### src/rtl/mmio_seg7_ctrl.sv
// Memory-mapped seven-segment controller: DATA/CTRL registers on the CPU data bus,
// driving hex digits either statically in parallel or time-multiplexed with an anti-ghost gap.
module mmio_seg7_ctrl #(
  parameter logic [31:0] BASE_ADR       = 32'h8000_0000,
  parameter int          NUM_DIGITS     = 8,
  parameter int          SCAN_DIV       = 1000,
  parameter bit          SEG_ACTIVE_LOW = 1'b1
) (
  input  logic                    clk,
  input  logic                    rst_n,
  input  logic [31:0]             mem_adr,
  input  logic [31:0]             mem_wdata,
  input  logic                    mem_wen,
  input  logic [3:0]              mem_wstrb,
  input  logic                    mem_ren,
  output logic [31:0]             mem_rdata,
  output logic                    mem_rvalid,
  output logic [7*NUM_DIGITS-1:0] seg_static,
  output logic [6:0]              seg_mux,
  output logic [NUM_DIGITS-1:0]   dig_sel
);

  localparam int CNT_W = (SCAN_DIV > 2) ? $clog2(SCAN_DIV) : 1;
  localparam int IDX_W = (NUM_DIGITS > 1) ? $clog2(NUM_DIGITS) : 1;

  typedef enum logic {SLOT, GAP} scan_state_t;

  logic [31:0]           data_q, data_d;
  logic [2:0]            ctrl_q, ctrl_d;
  logic [31:0]           rdata_q;
  logic                  rvalid_q;
  scan_state_t           state_q;
  logic [CNT_W-1:0]      cnt_q;
  logic [IDX_W-1:0]      idx_q;
  logic [6:0]            seg_mux_q;
  logic [NUM_DIGITS-1:0] dig_sel_q;

  logic                  hit_data, hit_ctrl, restart, scanning, nz;
  logic [31:0]           rd_mux;
  logic [6:0]            code [NUM_DIGITS];
  logic [NUM_DIGITS-1:0] onehot;

  function automatic logic [6:0] hex7(input logic [3:0] n);
    case (n)
      4'h0: hex7 = 7'h3F;  4'h1: hex7 = 7'h06;  4'h2: hex7 = 7'h5B;  4'h3: hex7 = 7'h4F;
      4'h4: hex7 = 7'h66;  4'h5: hex7 = 7'h6D;  4'h6: hex7 = 7'h7D;  4'h7: hex7 = 7'h07;
      4'h8: hex7 = 7'h7F;  4'h9: hex7 = 7'h6F;  4'hA: hex7 = 7'h77;  4'hB: hex7 = 7'h7C;
      4'hC: hex7 = 7'h39;  4'hD: hex7 = 7'h5E;  4'hE: hex7 = 7'h79;  default: hex7 = 7'h71;
    endcase
  endfunction

  assign hit_data = (mem_adr == BASE_ADR);
  assign hit_ctrl = (mem_adr == BASE_ADR + 32'd4);
  assign scanning = ctrl_q[0] & ctrl_q[2];

  always_comb begin
    data_d = data_q;
    ctrl_d = ctrl_q;
    if (mem_wen && hit_data) begin
      for (int k = 0; k < 4; k++)
        if (mem_wstrb[k]) data_d[8*k +: 8] = mem_wdata[8*k +: 8];
    end
    if (mem_wen && hit_ctrl && mem_wstrb[0]) ctrl_d = mem_wdata[2:0];
  end

  // A mode flip or disable restarts the scan sequence from digit 0.
  assign restart = mem_wen && hit_ctrl && mem_wstrb[0] &&
                   ((ctrl_d[2] != ctrl_q[2]) || !ctrl_d[0]);

  always_comb begin
    if (hit_data)      rd_mux = data_q;
    else if (hit_ctrl) rd_mux = {29'd0, ctrl_q};
    else               rd_mux = 32'd0;
  end

  // Scan from the top nibble down so nz tells whether any digit at or above i is nonzero.
  always_comb begin
    nz = 1'b0;
    for (int i = NUM_DIGITS - 1; i >= 0; i--) begin
      nz = nz | (|data_q[4*i +: 4]);
      code[i] = (ctrl_q[0] && (!ctrl_q[1] || nz || i == 0)) ? hex7(data_q[4*i +: 4]) : 7'h00;
    end
  end

  assign onehot = NUM_DIGITS'(1) << idx_q;

  always_ff @(posedge clk or negedge rst_n) begin
    if (!rst_n) begin
      data_q    <= '0;
      ctrl_q    <= '0;
      rdata_q   <= '0;
      rvalid_q  <= 1'b0;
      state_q   <= SLOT;
      cnt_q     <= '0;
      idx_q     <= '0;
      seg_mux_q <= '0;
      dig_sel_q <= '0;
    end else begin
      data_q   <= data_d;
      ctrl_q   <= ctrl_d;
      rvalid_q <= mem_ren;
      if (mem_ren) rdata_q <= rd_mux;

      if (scanning && state_q == SLOT) begin
        dig_sel_q <= onehot;
        seg_mux_q <= code[idx_q];
      end else begin
        dig_sel_q <= '0;
        seg_mux_q <= '0;
      end

      if (restart || !scanning) begin
        state_q <= SLOT;
        cnt_q   <= '0;
        idx_q   <= '0;
      end else begin
        case (state_q)
          SLOT: begin
            if (cnt_q == CNT_W'(SCAN_DIV - 1)) state_q <= GAP;
            else                               cnt_q   <= cnt_q + CNT_W'(1);
          end
          default: begin
            idx_q   <= (idx_q == IDX_W'(NUM_DIGITS - 1)) ? '0 : idx_q + IDX_W'(1);
            cnt_q   <= '0;
            state_q <= SLOT;
          end
        endcase
      end
    end
  end

  for (genvar i = 0; i < NUM_DIGITS; i++) begin : g_static
    assign seg_static[7*i +: 7] = (ctrl_q[2] ? 7'h00 : code[i]) ^ {7{SEG_ACTIVE_LOW}};
  end

  assign seg_mux    = seg_mux_q ^ {7{SEG_ACTIVE_LOW}};
  assign dig_sel    = dig_sel_q ^ {NUM_DIGITS{SEG_ACTIVE_LOW}};
  assign mem_rdata  = rdata_q;
  assign mem_rvalid = rvalid_q;

endmodule

### config.mk
export PLATFORM = sky130hd
export DESIGN_NAME = mmio_seg7_ctrl
export DESIGN_NICKNAME = d
export VERILOG_FILES = /design/src/rtl/mmio_seg7_ctrl.sv
export SDC_FILE = /design/constraint.sdc
export NUM_CORES = 1
export LEC_CHECK = 0
export ABC_AREA = 1
export CORE_ASPECT_RATIO = 0.75
export CORE_UTILIZATION = 45
export DETAILED_ROUTE_END_ITERATION = 10
export GPL_TIMING_DRIVEN = 0
export MAX_ROUTING_LAYER = met4
export PLACE_DENSITY = 0.85
export SYNTH_ARGS = -nofsm -noshare
export SYNTH_HDL_FRONTEND = slang
export SYNTH_SLANG_ARGS = --single-unit
### constraint.sdc
create_clock -name clk -period 1.8 [get_ports clk]
set_clock_uncertainty 0.15 [all_clocks]
set_input_delay 0.36 -clock clk [delete_from_list [all_inputs] [get_ports clk]]
set_output_delay 0.36 -clock clk [all_outputs]
set_load 0.02 [all_outputs]
### Word-level counts from Yosys, hierarchy flattened

Memories as Yosys holds them, arrays and structs flattened.
Index checks and enable logic that the tools add are counted.

* register bits after elaboration: 97
* bits in read-only memories: 896
* bits of input ports: 72
* output and inout bits: 104
* logic and storage cells: 119
* memories kept: 8

Memories
* (no name shown): words 16, bits a word 7, read ports 1, clocked after memory_dff 0, write ports 0, RTL line 44 `case (n)`
* (no name shown): words 16, bits a word 7, read ports 1, clocked after memory_dff 0, write ports 0, RTL line 44
* (no name shown): words 16, bits a word 7, read ports 1, clocked after memory_dff 0, write ports 0, RTL line 44
* (no name shown): words 16, bits a word 7, read ports 1, clocked after memory_dff 0, write ports 0, RTL line 44
* (no name shown): words 16, bits a word 7, read ports 1, clocked after memory_dff 0, write ports 0, RTL line 44
* (no name shown): words 16, bits a word 7, read ports 1, clocked after memory_dff 0, write ports 0, RTL line 44
* +2 memories

* add/subtract/negate cells: 2
* magnitude comparators: 1
* eq/ne operators: 6
* shift-type cells: 1
* multiplexer cells: 33
* bitwise logic cells: 19
* reduce and logical (&&, ||, !) cells: 36

Operator list (number)
* $mux 7: 19
* $eq 32x32->1 const B: 2
* $not 7->7: 9
* $mux 32: 1
* $mux 10: 3
* $reduce_or 4->1: 7
* $bmux 7 s3: 1
* $mux 3: 5
* $logic_and 1x1->1: 12
* $add 10x1->10 const B: 1
* $eq 10x10->1 const B: 1
* $logic_or 1x1->1: 9
* $mux 8: 1
* $not 8->8: 1
* $reduce_and 2->1: 4
* $shl 1x3->8 const A: 1
* $or 1x1->1: 6
* $ge 4x4->1 const B: 1
* $not 3->4: 1
* $add 3x1->3 const B: 1
* $eq 3x3->1 const B: 1
* $logic_not 1->1: 3
* $mux 1: 3
* $ne 3x3->1 const B: 1
* other kinds (4): 4

### Depth between registers and ports, before layout

* depth in word-level cells: 14
* mapped depth: 13
* gate-level depth less buffers: 13

### Worst setup path before layout

Ideal clock, no wire load.

* path type: register -> output
* from: register data_q[24]
* to: output seg_static[15]
* arrival: 1.580 ns
* required time: 1.290 ns
* slack: -0.290 ns
* stages on the path, launching flop included: 10
* path buffers: 1
* cell sequence: dfrtp_1 > inv_1 > ha_1 > nand3_2 > nor2_2 > nand3_2 > nand2_2 > nand2_2 > buf_4 > nand3_1

* longest elaborated chain between the ends: 11

RTL lines
* start, declared: RTL line 28 `logic [31:0] data_q, data_d;`
* start signal, assigned: RTL line 99 `data_q <= data_d;`
* $reduce_or 4->1: RTL line 80 `nz = nz | (|data_q[4*i +: 4]);`
* $or 1x1->1 (5 in a row): RTL line 80
* $logic_or 1x1->1: RTL line 81 `code[i] = (ctrl_q[0] && (!ctrl_q[1] || nz || i == 0)) ? hex7(data_q[4*i +: 4]) : 7'h00;`
* $logic_and 1x1->1: RTL line 81
* $mux 7: RTL line 81
* $mux 7: RTL line 133 `assign seg_static[7*i +: 7] = (ctrl_q[2] ? 7'h00 : code[i]) ^ {7{SEG_ACTIVE_LOW}};`
* $not 7->7 (no line)
* end, declared: RTL line 18 `output logic [7*NUM_DIGITS-1:0] seg_static,`

Every way passes these cells.

### Worst setup path after layout

* from: register data_q[9]
* to: output seg_static[14]

* longest elaborated chain between the ends: 7
* elaborated cells between the ends (all ways): 8
* those cells by class: mux: 2; bitwise: 2; reduce/logical: 3; memory: 1

RTL lines (RTL line)
* branches (longest 4 deep; another with $mem_v2 16x7)
* $mux 7 *: 81
* $mux 7 *: 133
* $not 7->7 (no line) *

Mark *: on every way between the ends.

==> results.json <==
{
  "r2r-start": "data_q[13]",
  "synth_compound_area_share_pct": 12.0,
  "num_antenna_cells": 0,
  "vias": 10155,
  "leakagePower_nw": 5.90,
  "clock_sinks": 97,
  "setup_ws_ns": -0.782,
  "wl_per_cell_um": 23.1,
  "vias_per_cell": 6.47,
  "cp-end-kind": "primary output",
  "status": "finished, violations left",
  "ys_async_sr_fraction_pct": 100,
  "max-clock-path-buffers": 2,
  "place.gp.congestion": 0.976,
  "rsz0062_at_grt": "yes",
  "cts-root-buf": "clkbuf_16",
  "wl_mm": 36.3,
  "coreArea_um2": 15400,
  "total_power_mw": 4.64,
  "synthSimpleGateAreaFrac_pct": 35.5,
  "cts_tree": "done",
  "synth_top_family_by_area": "simple AND/OR/NAND/NOR gates",
  "htreeDepth": 3,
  "syn_area_um2": 7200,
  "setup_viol_count_final": 70,
  "dp_hpwl_mm": 17.2,
  "slew_headroom_pct": 56.9,
  "yosysUniqueCellTypes": 42,
  "final_cells": 1570,
  "numCtsBuffers": 9,
  "worstMarginPinSlew_ns": 0.647,
  "drv_slew": 0,
  "path_class": "reg -> out",
  "ios": 176,
  "maxCapViolCount": 0,
  "ys_top_cells_by_count": "nand2_1 (294), nand3_1 (151), dfrtp_1 (97), inv_1 (97), nor2_1 (88)",
  "yosysSeqAreaShare_pct": 33.7,
  "grt_pass1_vias": 7736,
  "drtIter0Drc": 1933,
  "gr-total-overflow": 0,
  "synthToLayoutAreaGrowth_pct": 74.2,
  "cp-startpoint": "data_q[9]",
  "ys_ff_latch": 97,
  "power_density_nw_per_um2": 370,
  "clkTransAtPathRegs_ns": 0.07,
  "cp.arrival_ns": 2.07,
  "antenna_left": 0,
  "grt_util_all_layers_pct": 32.5,
  "place.port_buffers": 172,
  "max_freq_mhz": 387,
  "fp.dieH_um": 112,
  "synth-main-ff-cell": "dfrtp_1",
  "drc_errors": 0,
  "yosysTopAreaCell": "dfrtp_1",
  "period_minus_slack_ns": 2.58,
  "nets": 1479,
  "worstHoldStart": "mem_wstrb[2]",
  "synth_top_area_share_pct": 33.7,
  "syn_inst": 1049,
  "die_w_um": 148,
  "synth-edff-count": 0,
  "final_util_pct": 81.3,
  "min_path_type": "in -> reg",
  "finalHoldViolCount": 0,
  "path_max_fanout": 5,
  "synthMuxAreaShare_pct": 0,
  "antenna_found_initial": 0,
  "grt_pass1_wl_mm": 40.8,
  "setup-tns-final_ns": -40.12,
  "fillCellCount": 798,
  "synthAdderAreaFrac_pct": 8.17,
  "cp-start-kind": "flip-flop",
  "row_count": 39,
  "synthXorXnorAreaFrac_pct": 0.973,
  "clk_latency_ns": 0.37,
  "ys_warn_count": 0,
  "drtPass1Iterations": 9,
  "die_area_um2": 16500,
  "grt_max_degree": 57,
  "initial_utilization_pct": 46.7,
  "post-route-period-util_pct": 143,
  "multi_input_area_um2": 5610,
  "synth_nets": 1168,
  "ys_top_cells_by_area": "dfrtp_1 (34%), nand2_1 (15%), nand3_1 (10%)",
  "synth_most_common_cell": "nand2_1",
  "drive_above_1_share_pct": 40.3,
  "dpl.cell_count": 1427,
  "syn_avg_cell_area_um2": 6.87,
  "seq_area_um2": 2450,
  "peakVddDrop_mv": 0.449,
  "violations": "setup timing",
  "crit_required_ns": 1.29
}
[stage by stage]
step	cell area, µm²	hold slack, ns	worst slack [ns]
2_1_floorplan	7490	-0.0856	-0.189
3_3_place_gp	9470	0.318	-3.36
3_5_place_dp	9500	0.241	-0.964
4_1_cts	10900	0.216	-0.656
5_1_grt	12500	0.267	-0.815
6_report	12500	0.244	-0.782
[power by group]
part           internal, mW  leakage (nW)  switching, mW
registers              2.18          1.24        0.00416
logic                 0.154          4.52          0.185
clock network          1.16         0.148          0.952
total                  3.50          5.90           1.14
[final timing paths]
check                      cells past startpoint              to  slack (ns)
hold / removal                                 3      data_q[20]        0.24
setup / recovery                               7  seg_static[14]       -0.78
hold reg to reg                                2   mem_rdata[25]        0.33
min in group asynchronous                      2      data_q[27]        0.40
setup reg to reg                              12    seg_mux_q[6]       -0.61
max in group asynchronous                      3       ctrl_q[0]        0.39
[worst max-delay path, cell delays in order (launching register included)]
cell     delay (ns)
dfrtp_1        0.46
inv_2          0.10
ha_1           0.26
nor2_1         0.27
nor2_1         0.11
nor2_2         0.24
nand3_4        0.11
buf_6          0.14
[state kept, by name, summed over array words and instances, names as in the netlist]
register / cells
state_q: 1
ctrl_q: 3
mem_rvalid: 1
seg_mux_q: 7
dig_sel_q: 8
mem_rdata: 32
cnt_q: 10
idx_q: 3
data_q: 32
[layer usage]
metal / wire length, µm / GRT usage, % / up-vias / share of wire [%]
li1: - / - / 4071 / -
met1: 12900 / 43.8 / 4606 / 36
met2: 15300 / 47.6 / 1104 / 42
met3: 5040 / 6.15 / 374 / 14
met4: 3060 / 13.5 / 0 / 8.4
met5: 0 / - / - / 0
[repair_timing]
action	4_1_cts	5_1_grt
gates cloned	3	4
endpoints found under the setup margin	195	148
pin swaps	57	106
hold endpoints to repair	41	0
hold buffers	1	0
setup buffers	68	65
resized for setup	530	363
[cell type report]
cell class / instances / share of cell area (%)
repair buffers: 302 / 24.0
clock inverters: 5 / 0.499
multi-input cells: 791 / 44.7
inverters: 108 / 3.85
well taps: 205 / 2.04
flip-flops and latches: 97 / 19.5
plain buffers: 51 / 3.34
clock buffers: 11 / 2.01
[layout by cell type, fill, tap and decap left out, types with 13 or more instances in the layout]
| cell | n |
|---|---|
| nor3_1 | 13 |
| inv_2 | 21 |
| buf_4 | 90 |
| nand3_4 | 36 |
| buf_6 | 97 |
| o21ai_1 | 17 |
| a21oi_1 | 27 |
| inv_1 | 63 |
| nor2_2 | 14 |
| o31ai_1 | 25 |
| nor2_1 | 63 |
| nand3_2 | 43 |
| ha_4 | 19 |
| clkdlybuf4s50_1 | 35 |
| nand2_2 | 47 |
| ha_1 | 22 |
| dfrtp_1 | 80 |
| dlygate4sd2_1 | 55 |
| nand3_1 | 77 |
| nand2_1 | 240 |
| dlymetal6s2s_1 | 21 |
| inv_4 | 16 |
| a21oi_2 | 13 |
| dfrtp_2 | 17 |
| nor2_4 | 15 |
| o21ai_0 | 34 |
[cells by family (layout without fill, tap and decap cells)]
family	count (synthesis)	count (layout)
AO/OA/AOI/OAI	150	150
adder cells (fa/ha/maj)	47	47
flip-flops	97	97
buffers and inverters	161	477
AND/OR/NAND/NOR	586	586
XOR/XNOR	8	8
Note: power is estimated with default switching activity, not from simulation.
